**config.mk**
```make
export PLATFORM = sky130hd
export DESIGN_NAME = memshare_vn_lane_array
export DESIGN_NICKNAME = d
export VERILOG_FILES = /design/src/rtl/memshare_vn_lane_array.sv
export SDC_FILE = /design/constraint.sdc
export NUM_CORES = 1
export LEC_CHECK = 0
export BUFFER_PORTS_ARGS = -buffer_cell sky130_fd_sc_hd__clkbuf_2
export CAP_MARGIN = 20
export CORE_MARGIN = 2
export CORE_UTILIZATION = 67
export CTS_CLUSTER_SIZE = 16
export DETAILED_ROUTE_END_ITERATION = 16
export PLACE_DENSITY = 0.85
export SYNTH_ARGS = -nofsm -noshare
export SYNTH_HDL_FRONTEND = slang
export SYNTH_SLANG_ARGS = --single-unit
```
**constraint.sdc**
```tcl
create_clock -name sys_clk -period 5.6 [get_ports sys_clk]
set_input_delay 0.28 -clock sys_clk [delete_from_list [all_inputs] [get_ports sys_clk]]
set_output_delay 0.28 -clock sys_clk [all_outputs]
set_load 0.03 [all_outputs]
```
**src/rtl/memshare_vn_lane_array.sv**
```systemverilog
// memshare_vn_lane_array
//   VN group for the memory-share layered IB-LDPC decoder. Shifted C2V
//   messages are pushed through per-lane, runtime-remappable IB-LUT tables.
//   Each result's sign is merged with the buffered V2C sign from the previous
//   layer, and the V2C vector is emitted for write-back.
//   The block has valid/ready input flow control and a V2C sign FIFO. Lanes can
//   be masked. A drain-then-remap FSM lets the IB tables be reloaded between
//   decoding phases.
//
// Ports
//   sys_clk, rstn        clock (rising edge), async active-low reset
//   c2v_vec_i/valid/rdy  shifted C2V vector, lane i at [i*Q +: Q], handshake
//   col_sel_vec_i        per-lane table select, sampled with C2V
//   lane_en_i            per-lane enable, sampled with C2V
//   v2c_sign_vec_i/push  V2C sign vector into the sign FIFO
//   sign_full_o          sign FIFO full
//   v2c_msg_vec_o/valid  V2C result vector, valid for one cycle per vector
//   remap_en_i           request / continue an IB-LUT remap session
//   remap_lane/addr/data LUT write target {col_sel, mag} and new magnitude
//   remap_done_o         one-cycle pulse when a remap session ends
//   sign_ovf_o           sticky: sign push dropped because the FIFO was full
//
// state  | meaning
// -------+------------------------------------------------------------
// IDLE   | after reset or remap; waits for remap_en_i low
// RUN    | accepting C2V vectors
// DRAIN  | remap requested; no accepts, waiting for pipeline to empty
// REMAP  | pipeline empty; one LUT write per cycle while remap_en_i high

module memshare_vn_lane_array #(
  parameter int SHARE_GROUP_SIZE   = 5,
  parameter int QUAN_SIZE          = 4,
  parameter int COL_SEL_WIDTH      = 2,
  parameter int V2C_SIGN_BUF_DEPTH = 2,
  localparam int MAG_WIDTH         = QUAN_SIZE - 1,
  localparam int LUT_ADDR_WIDTH    = COL_SEL_WIDTH + MAG_WIDTH,
  localparam int LANE_W            = (SHARE_GROUP_SIZE > 1) ? $clog2(SHARE_GROUP_SIZE) : 1
) (
  input  logic                                      sys_clk,
  input  logic                                      rstn,
  input  logic [SHARE_GROUP_SIZE*QUAN_SIZE-1:0]     c2v_vec_i,
  input  logic                                      c2v_valid_i,
  output logic                                      c2v_ready_o,
  input  logic [SHARE_GROUP_SIZE*COL_SEL_WIDTH-1:0] col_sel_vec_i,
  input  logic [SHARE_GROUP_SIZE-1:0]               lane_en_i,
  input  logic [SHARE_GROUP_SIZE-1:0]               v2c_sign_vec_i,
  input  logic                                      v2c_sign_push_i,
  output logic                                      sign_full_o,
  output logic [SHARE_GROUP_SIZE*QUAN_SIZE-1:0]     v2c_msg_vec_o,
  output logic                                      v2c_valid_o,
  input  logic                                      remap_en_i,
  input  logic [LANE_W-1:0]                         remap_lane_i,
  input  logic [LUT_ADDR_WIDTH-1:0]                 remap_addr_i,
  input  logic [MAG_WIDTH-1:0]                      remap_data_i,
  output logic                                      remap_done_o,
  output logic                                      sign_ovf_o
);

  localparam int VEC_W     = SHARE_GROUP_SIZE * QUAN_SIZE;
  localparam int COL_W     = SHARE_GROUP_SIZE * COL_SEL_WIDTH;
  localparam int LUT_DEPTH = 1 << LUT_ADDR_WIDTH;
  localparam int PTR_W     = (V2C_SIGN_BUF_DEPTH > 1) ? $clog2(V2C_SIGN_BUF_DEPTH) : 1;
  localparam int CNT_W     = $clog2(V2C_SIGN_BUF_DEPTH + 1);

  typedef enum logic [1:0] {
    ST_IDLE,
    ST_RUN,
    ST_DRAIN,
    ST_REMAP
  } state_t;

  state_t state;

  // Sign FIFO
  logic [SHARE_GROUP_SIZE-1:0] fifo_mem [V2C_SIGN_BUF_DEPTH];
  logic [PTR_W-1:0]            wr_ptr;
  logic [PTR_W-1:0]            rd_ptr;
  logic [CNT_W-1:0]            sign_cnt;
  logic                        fifo_empty;
  logic                        accept;
  logic                        pop;
  logic                        push_ok;

  // Stage 0 registers
  logic                        s0_vld;
  logic [VEC_W-1:0]            s0_c2v;
  logic [COL_W-1:0]            s0_col;
  logic [SHARE_GROUP_SIZE-1:0] s0_en;
  logic [SHARE_GROUP_SIZE-1:0] s0_sign;

  // LUT storage and per-lane result
  logic [MAG_WIDTH-1:0]        lut [SHARE_GROUP_SIZE][LUT_DEPTH];
  logic                        lut_we;
  logic [VEC_W-1:0]            lane_res;

  assign fifo_empty  = (sign_cnt == '0);
  assign sign_full_o = (sign_cnt == CNT_W'(V2C_SIGN_BUF_DEPTH));
  assign c2v_ready_o = (state == ST_RUN) && !fifo_empty && !remap_en_i;
  assign accept      = c2v_valid_i && c2v_ready_o;
  assign pop         = accept;
  // A push into a full FIFO still fits when the same cycle pops an entry.
  assign push_ok     = v2c_sign_push_i && (!sign_full_o || pop);

  // Writes only land in REMAP, which is entered once stage 0 is empty.
  // No LUT read and write can therefore happen in the same cycle.
  assign lut_we      = (state == ST_REMAP) && remap_en_i;

  always_ff @(posedge sys_clk or negedge rstn) begin
    if (!rstn) begin
      state        <= ST_IDLE;
      remap_done_o <= 1'b0;
    end else begin
      remap_done_o <= 1'b0;
      unique case (state)
        ST_IDLE:  if (!remap_en_i) state <= ST_RUN;
        ST_RUN:   if (remap_en_i) state <= ST_DRAIN;
        ST_DRAIN: if (!s0_vld && !v2c_valid_o) state <= ST_REMAP;
        ST_REMAP: begin
          if (!remap_en_i) begin
            state        <= ST_IDLE;
            remap_done_o <= 1'b1;
          end
        end
        default:  state <= ST_IDLE;
      endcase
    end
  end

  always_ff @(posedge sys_clk or negedge rstn) begin
    if (!rstn) begin
      wr_ptr     <= '0;
      rd_ptr     <= '0;
      sign_cnt   <= '0;
      sign_ovf_o <= 1'b0;
      for (int e = 0; e < V2C_SIGN_BUF_DEPTH; e++) fifo_mem[e] <= '0;
    end else begin
      if (push_ok) begin
        fifo_mem[wr_ptr] <= v2c_sign_vec_i;
        wr_ptr <= (wr_ptr == PTR_W'(V2C_SIGN_BUF_DEPTH - 1)) ? '0 : wr_ptr + PTR_W'(1);
      end
      if (pop) begin
        rd_ptr <= (rd_ptr == PTR_W'(V2C_SIGN_BUF_DEPTH - 1)) ? '0 : rd_ptr + PTR_W'(1);
      end
      if (v2c_sign_push_i && !push_ok) sign_ovf_o <= 1'b1;
      unique case ({push_ok, pop})
        2'b10:   sign_cnt <= sign_cnt + CNT_W'(1);
        2'b01:   sign_cnt <= sign_cnt - CNT_W'(1);
        default: sign_cnt <= sign_cnt;
      endcase
    end
  end

  always_ff @(posedge sys_clk or negedge rstn) begin
    if (!rstn) begin
      s0_vld  <= 1'b0;
      s0_c2v  <= '0;
      s0_col  <= '0;
      s0_en   <= '0;
      s0_sign <= '0;
    end else begin
      s0_vld <= accept;
      if (accept) begin
        s0_c2v  <= c2v_vec_i;
        s0_col  <= col_sel_vec_i;
        s0_en   <= lane_en_i;
        s0_sign <= fifo_mem[rd_ptr];
      end
    end
  end

  // Reset restores the identity mapping: entry[{c, m}] = m.
  always_ff @(posedge sys_clk or negedge rstn) begin
    if (!rstn) begin
      for (int l = 0; l < SHARE_GROUP_SIZE; l++) begin
        for (int a = 0; a < LUT_DEPTH; a++) begin
          lut[l][a] <= MAG_WIDTH'(a);
        end
      end
    end else if (lut_we) begin
      // Lane indices at or above SHARE_GROUP_SIZE match nothing.
      for (int l = 0; l < SHARE_GROUP_SIZE; l++) begin
        if (remap_lane_i == LANE_W'(l)) lut[l][remap_addr_i] <= remap_data_i;
      end
    end
  end

  for (genvar g = 0; g < SHARE_GROUP_SIZE; g++) begin : g_lane
    logic [MAG_WIDTH-1:0]     c_mag;
    logic                     c_sgn;
    logic [COL_SEL_WIDTH-1:0] col;
    logic [MAG_WIDTH-1:0]     mag;
    logic                     sgn;

    assign c_mag = s0_c2v[g*QUAN_SIZE +: MAG_WIDTH];
    assign c_sgn = s0_c2v[g*QUAN_SIZE + QUAN_SIZE - 1];
    assign col   = s0_col[g*COL_SEL_WIDTH +: COL_SEL_WIDTH];
    assign mag   = lut[g][{col, c_mag}];
    assign sgn   = c_sgn ^ s0_sign[g];
    // A zero magnitude always carries a positive sign.
    assign lane_res[g*QUAN_SIZE +: QUAN_SIZE] = s0_en[g] ? {sgn & (|mag), mag} : '0;
  end

  always_ff @(posedge sys_clk or negedge rstn) begin
    if (!rstn) begin
      v2c_valid_o   <= 1'b0;
      v2c_msg_vec_o <= '0;
    end else begin
      v2c_valid_o <= s0_vld;
      if (s0_vld) v2c_msg_vec_o <= lane_res;
    end
  end

endmodule

```
==> impl_metrics.env <==
export IMPL_critical_path_buf_inv_count=2
export IMPL_cp_max_fo=28
export IMPL_finalMaxSlewViolations=0
export IMPL_cts_sinks=560
export IMPL_preCtsSetupSlack_ns=2.60
export IMPL_track_usage_pct=31.8
export IMPL_drive_gt1_share_pct=54.3
export IMPL_fin_skew_ns=0.0244
export IMPL_crit_start="sign_cnt[0]"
export IMPL_setup_viol=0
export IMPL_initial_core_util_pct=67.7
export IMPL_leakage_nw=12.9
export IMPL_ios=81
export IMPL_num_vias=16100
export IMPL_dieArea_sq_mm=0.0407
export IMPL_timing_worst_setup_path_type="flip-flop to flip-flop"
export IMPL_avgSynthCellArea_sq_um=14.1
export IMPL_synth_cell_types=43
export IMPL_yosys_warnings=0
export IMPL_fin_nets=1980
export IMPL_gp_congestion=0.844
export IMPL_tightest_slew_ns=1.18
export IMPL_hold_viol_final=0
export IMPL_cts_tree="yes"
export IMPL_final_common_cell="mux2_2"
export IMPL_power_density_mw_per_mm2=366
export IMPL_via_per_inst=6.49
export IMPL_regToRegStartpoint="sign_cnt[0]"
export IMPL_grt_pass1_vias=17100
export IMPL_slowest_stage="o2111ai_4"
export IMPL_cp_data_arrival_time_ns=3.64
export IMPL_tns_ns=0
export IMPL_slowest_delay_ns=0.79
export IMPL_wl_per_cell_um=25.3
export IMPL_cp_end_kind="flip-flop"
export IMPL_clk_path_buf_depth=3
export IMPL_seq_area_frac_synth_pct=54.7
export IMPL_fin_ws_ns=2.45
export IMPL_fin_crit_ns=3.15
export IMPL_syn_area_sq_mm=0.0262
export IMPL_antenna_found_initial=2
export IMPL_required_ns=6.09
export IMPL_fin_crit_sh_pct=56.3
export IMPL_peakVddDrop_uv=277
export IMPL_portBuffers=80
export IMPL_coreArea_sq_mm=0.0386
export IMPL_detail_route_first_pass_iterations=8
export IMPL_grt_max_degree=177
export IMPL_cts_resized=0
export IMPL_cts_buffers=56
export IMPL_slew_headroom_pct=21.3
export IMPL_status="finished clean"
export IMPL_dp_hpwl_mm=40.0
export IMPL_die_width_um=202
export IMPL_power_total_mw=10.7
export IMPL_ys_ff_latch=560
export IMPL_cp_cell_sequence="o2111ai_4 > buf_4 > clkinv_1 > ha_1 > xnor2_1 > nor2_1 > xor2_1"
export IMPL_grt_remaining_overflow=0
export IMPL_worstSkewPairLatency_ns=0.63
export IMPL_hold_path_class="primary input to flip-flop"
export IMPL_drtIter0Drc=1396
export IMPL_path_clk_slew_ns=0.07
export IMPL_final_cell_mix="mux2_2 (488), dfrtp_1 (320), dfstp_2 (240)"
export IMPL_max_cap_violations=0
export IMPL_crit_path_start_kind="flip-flop"
export IMPL_cts_root_buf="clkbuf_16"
export IMPL_dieHeight_um=202
export IMPL_grt_pass1_wl_mm=99.6
export IMPL_htree_num_levels=2
export IMPL_drt_drc_violations_left=0
export IMPL_rows=72
export IMPL_wirelength_mm=62.8
export IMPL_synth_cells=1851
export IMPL_fmax_mhz=317
export IMPL_synthesis_nets=1913
export IMPL_grt_setup_unrepaired="no"
export IMPL_ant_nets=0
export IMPL_synthToLayoutAreaGrowth_pct=11.9
export IMPL_crit_family="buffers and inverters"
export IMPL_worstHoldStart="remap_lane_i[1]"
[cell type report]
cell class / instances / area [sq um]
clock buffer: 82 / 1610
inverter: 19 / 71.3
sequential: 560 / 14300
clock inverter: 24 / 303
tap: 518 / 648
timing repair buffer: 145 / 1130
fill: 2080 / 9360
antenna: 1 / 2.50
multi-input combinational: 1136 / 11200
[worst register-to-register path: stages, from the launching register on]
cell and delay (ns):
dfrtp_1 0.47, o2111ai_4 0.79, buf_4 0.48, clkinv_1 0.51
ha_1 0.40, xnor2_1 0.17, nor2_1 0.08, xor2_1 0.14
[metal layers]
layer  wire [um]  vias up  track usage [%]
met5          50        -             1.19
met3        5300      177             7.05
li1            -     6763                -
met1       24900     8421             44.6
met2       30400      774             49.8
met4        2190        4             11.2
[state kept, by name (all words and copies together), names as in the netlist, 2 cells and up]
name / cells
fifo_mem: 10
lut: 480
s0_c2v: 20
s0_col: 10
s0_en: 5
s0_sign: 5
sign_cnt: 2
state: 2
v2c_msg_vec_o: 20
[worst paths after layout]
path                                    end  slack [ns]  cells after the start
worst max-delay path            sign_cnt[1]        2.45                      7
worst min-delay path                lut[95]        0.25                      4
worst max register to register  sign_cnt[1]        2.45                      7
worst min register to register   sign_ovf_o        0.47                      1
max in group asynchronous         s0_col[9]        3.88                      3
min in group asynchronous          lut[239]        0.28                      2
[power breakdown]
part	total (mW)	internal, mW	switching (mW)
sequential	4.93	4.43	0.494
combinational	1.91	0.926	0.984
clock	3.88	2.28	1.60
[metrics by stage]
stage / instances / area (sq um) / utilization (%) / hold slack (ns)
6_report: 2485 / 29300 / 75.8 / 0.254
5_1_grt: 2484 / 29300 / 75.8 / 0.253
4_1_cts: 2480 / 29200 / 75.5 / 0.225
3_5_place_dp: 2331 / 26800 / 69.4 / 0.354
3_3_place_gp: 2331 / 26800 / 69.4 / 0.344
2_1_floorplan: 1851 / 26200 / - / -0.0156
[cells in the mapped netlist]
library cell | instances | share of area (%)
nor2_1 | 136 | 1.9
ha_1 | 6 | 0.29
clkinv_1 | 1 | 0.014
nand3_1 | 12 | 0.23
xor2_1 | 1 | 0.033
nor2b_1 | 9 | 0.22
buf_4 | 5 | 0.14
mux2_1 | 3 | 0.13
nor4b_1 | 2 | 0.067
or4b_1 | 1 | 0.038
or2_1 | 1 | 0.024
dfrtp_1 | 320 | 31
buf_6 | 10 | 0.43
or3_1 | 2 | 0.048
o2111ai_1 | 1 | 0.033
a22oi_1 | 6 | 0.17
buf_1 | 15 | 0.22
o21a_1 | 5 | 0.14
a41oi_1 | 5 | 0.17
o211a_1 | 1 | 0.038
inv_1 | 18 | 0.26
nand2_1 | 221 | 3.2
o21ai_0 | 7 | 0.13
clkbuf_1 | 102 | 1.5
mux4_2 | 140 | 12
nor3_1 | 1 | 0.019
mux2_2 | 488 | 21
or4_1 | 1 | 0.029
and3b_1 | 2 | 0.067
nand2b_1 | 7 | 0.17
or2_2 | 1 | 0.024
xnor2_1 | 9 | 0.30
and2_1 | 2 | 0.048
dfstp_2 | 240 | 24
or3b_2 | 2 | 0.067
buf_2 | 4 | 0.076
a31o_2 | 1 | 0.033
mux2i_1 | 35 | 1.3
a21bo_2 | 1 | 0.038
and3_1 | 2 | 0.048
nor3b_1 | 2 | 0.057
o22ai_1 | 15 | 0.36
nand3b_1 | 8 | 0.23
[repair_timing]
item                      CTS  global route
hold endpoints to repair   91             0
hold buffers               43             0
buffers inserted            0             0
[logic make-up (layout without fill, tap and decap cells)]
| family | Yosys count | count (layout) | synth area share [%] |
|---|---|---|---|
| compound gates | 42 | 42 | 1.12 |
| xor+xnor | 10 | 10 | 0.335 |
| mux | 666 | 666 | 34.5 |
| simple gates | 412 | 412 | 6.49 |
| fa+ha+maj | 6 | 6 | 0.287 |
| other cells | 0 | 1 | 0 |
| flops | 560 | 560 | 54.7 |
| buf+inv | 155 | 270 | 2.60 |
Note: power is estimated with default switching activity, not from simulation.
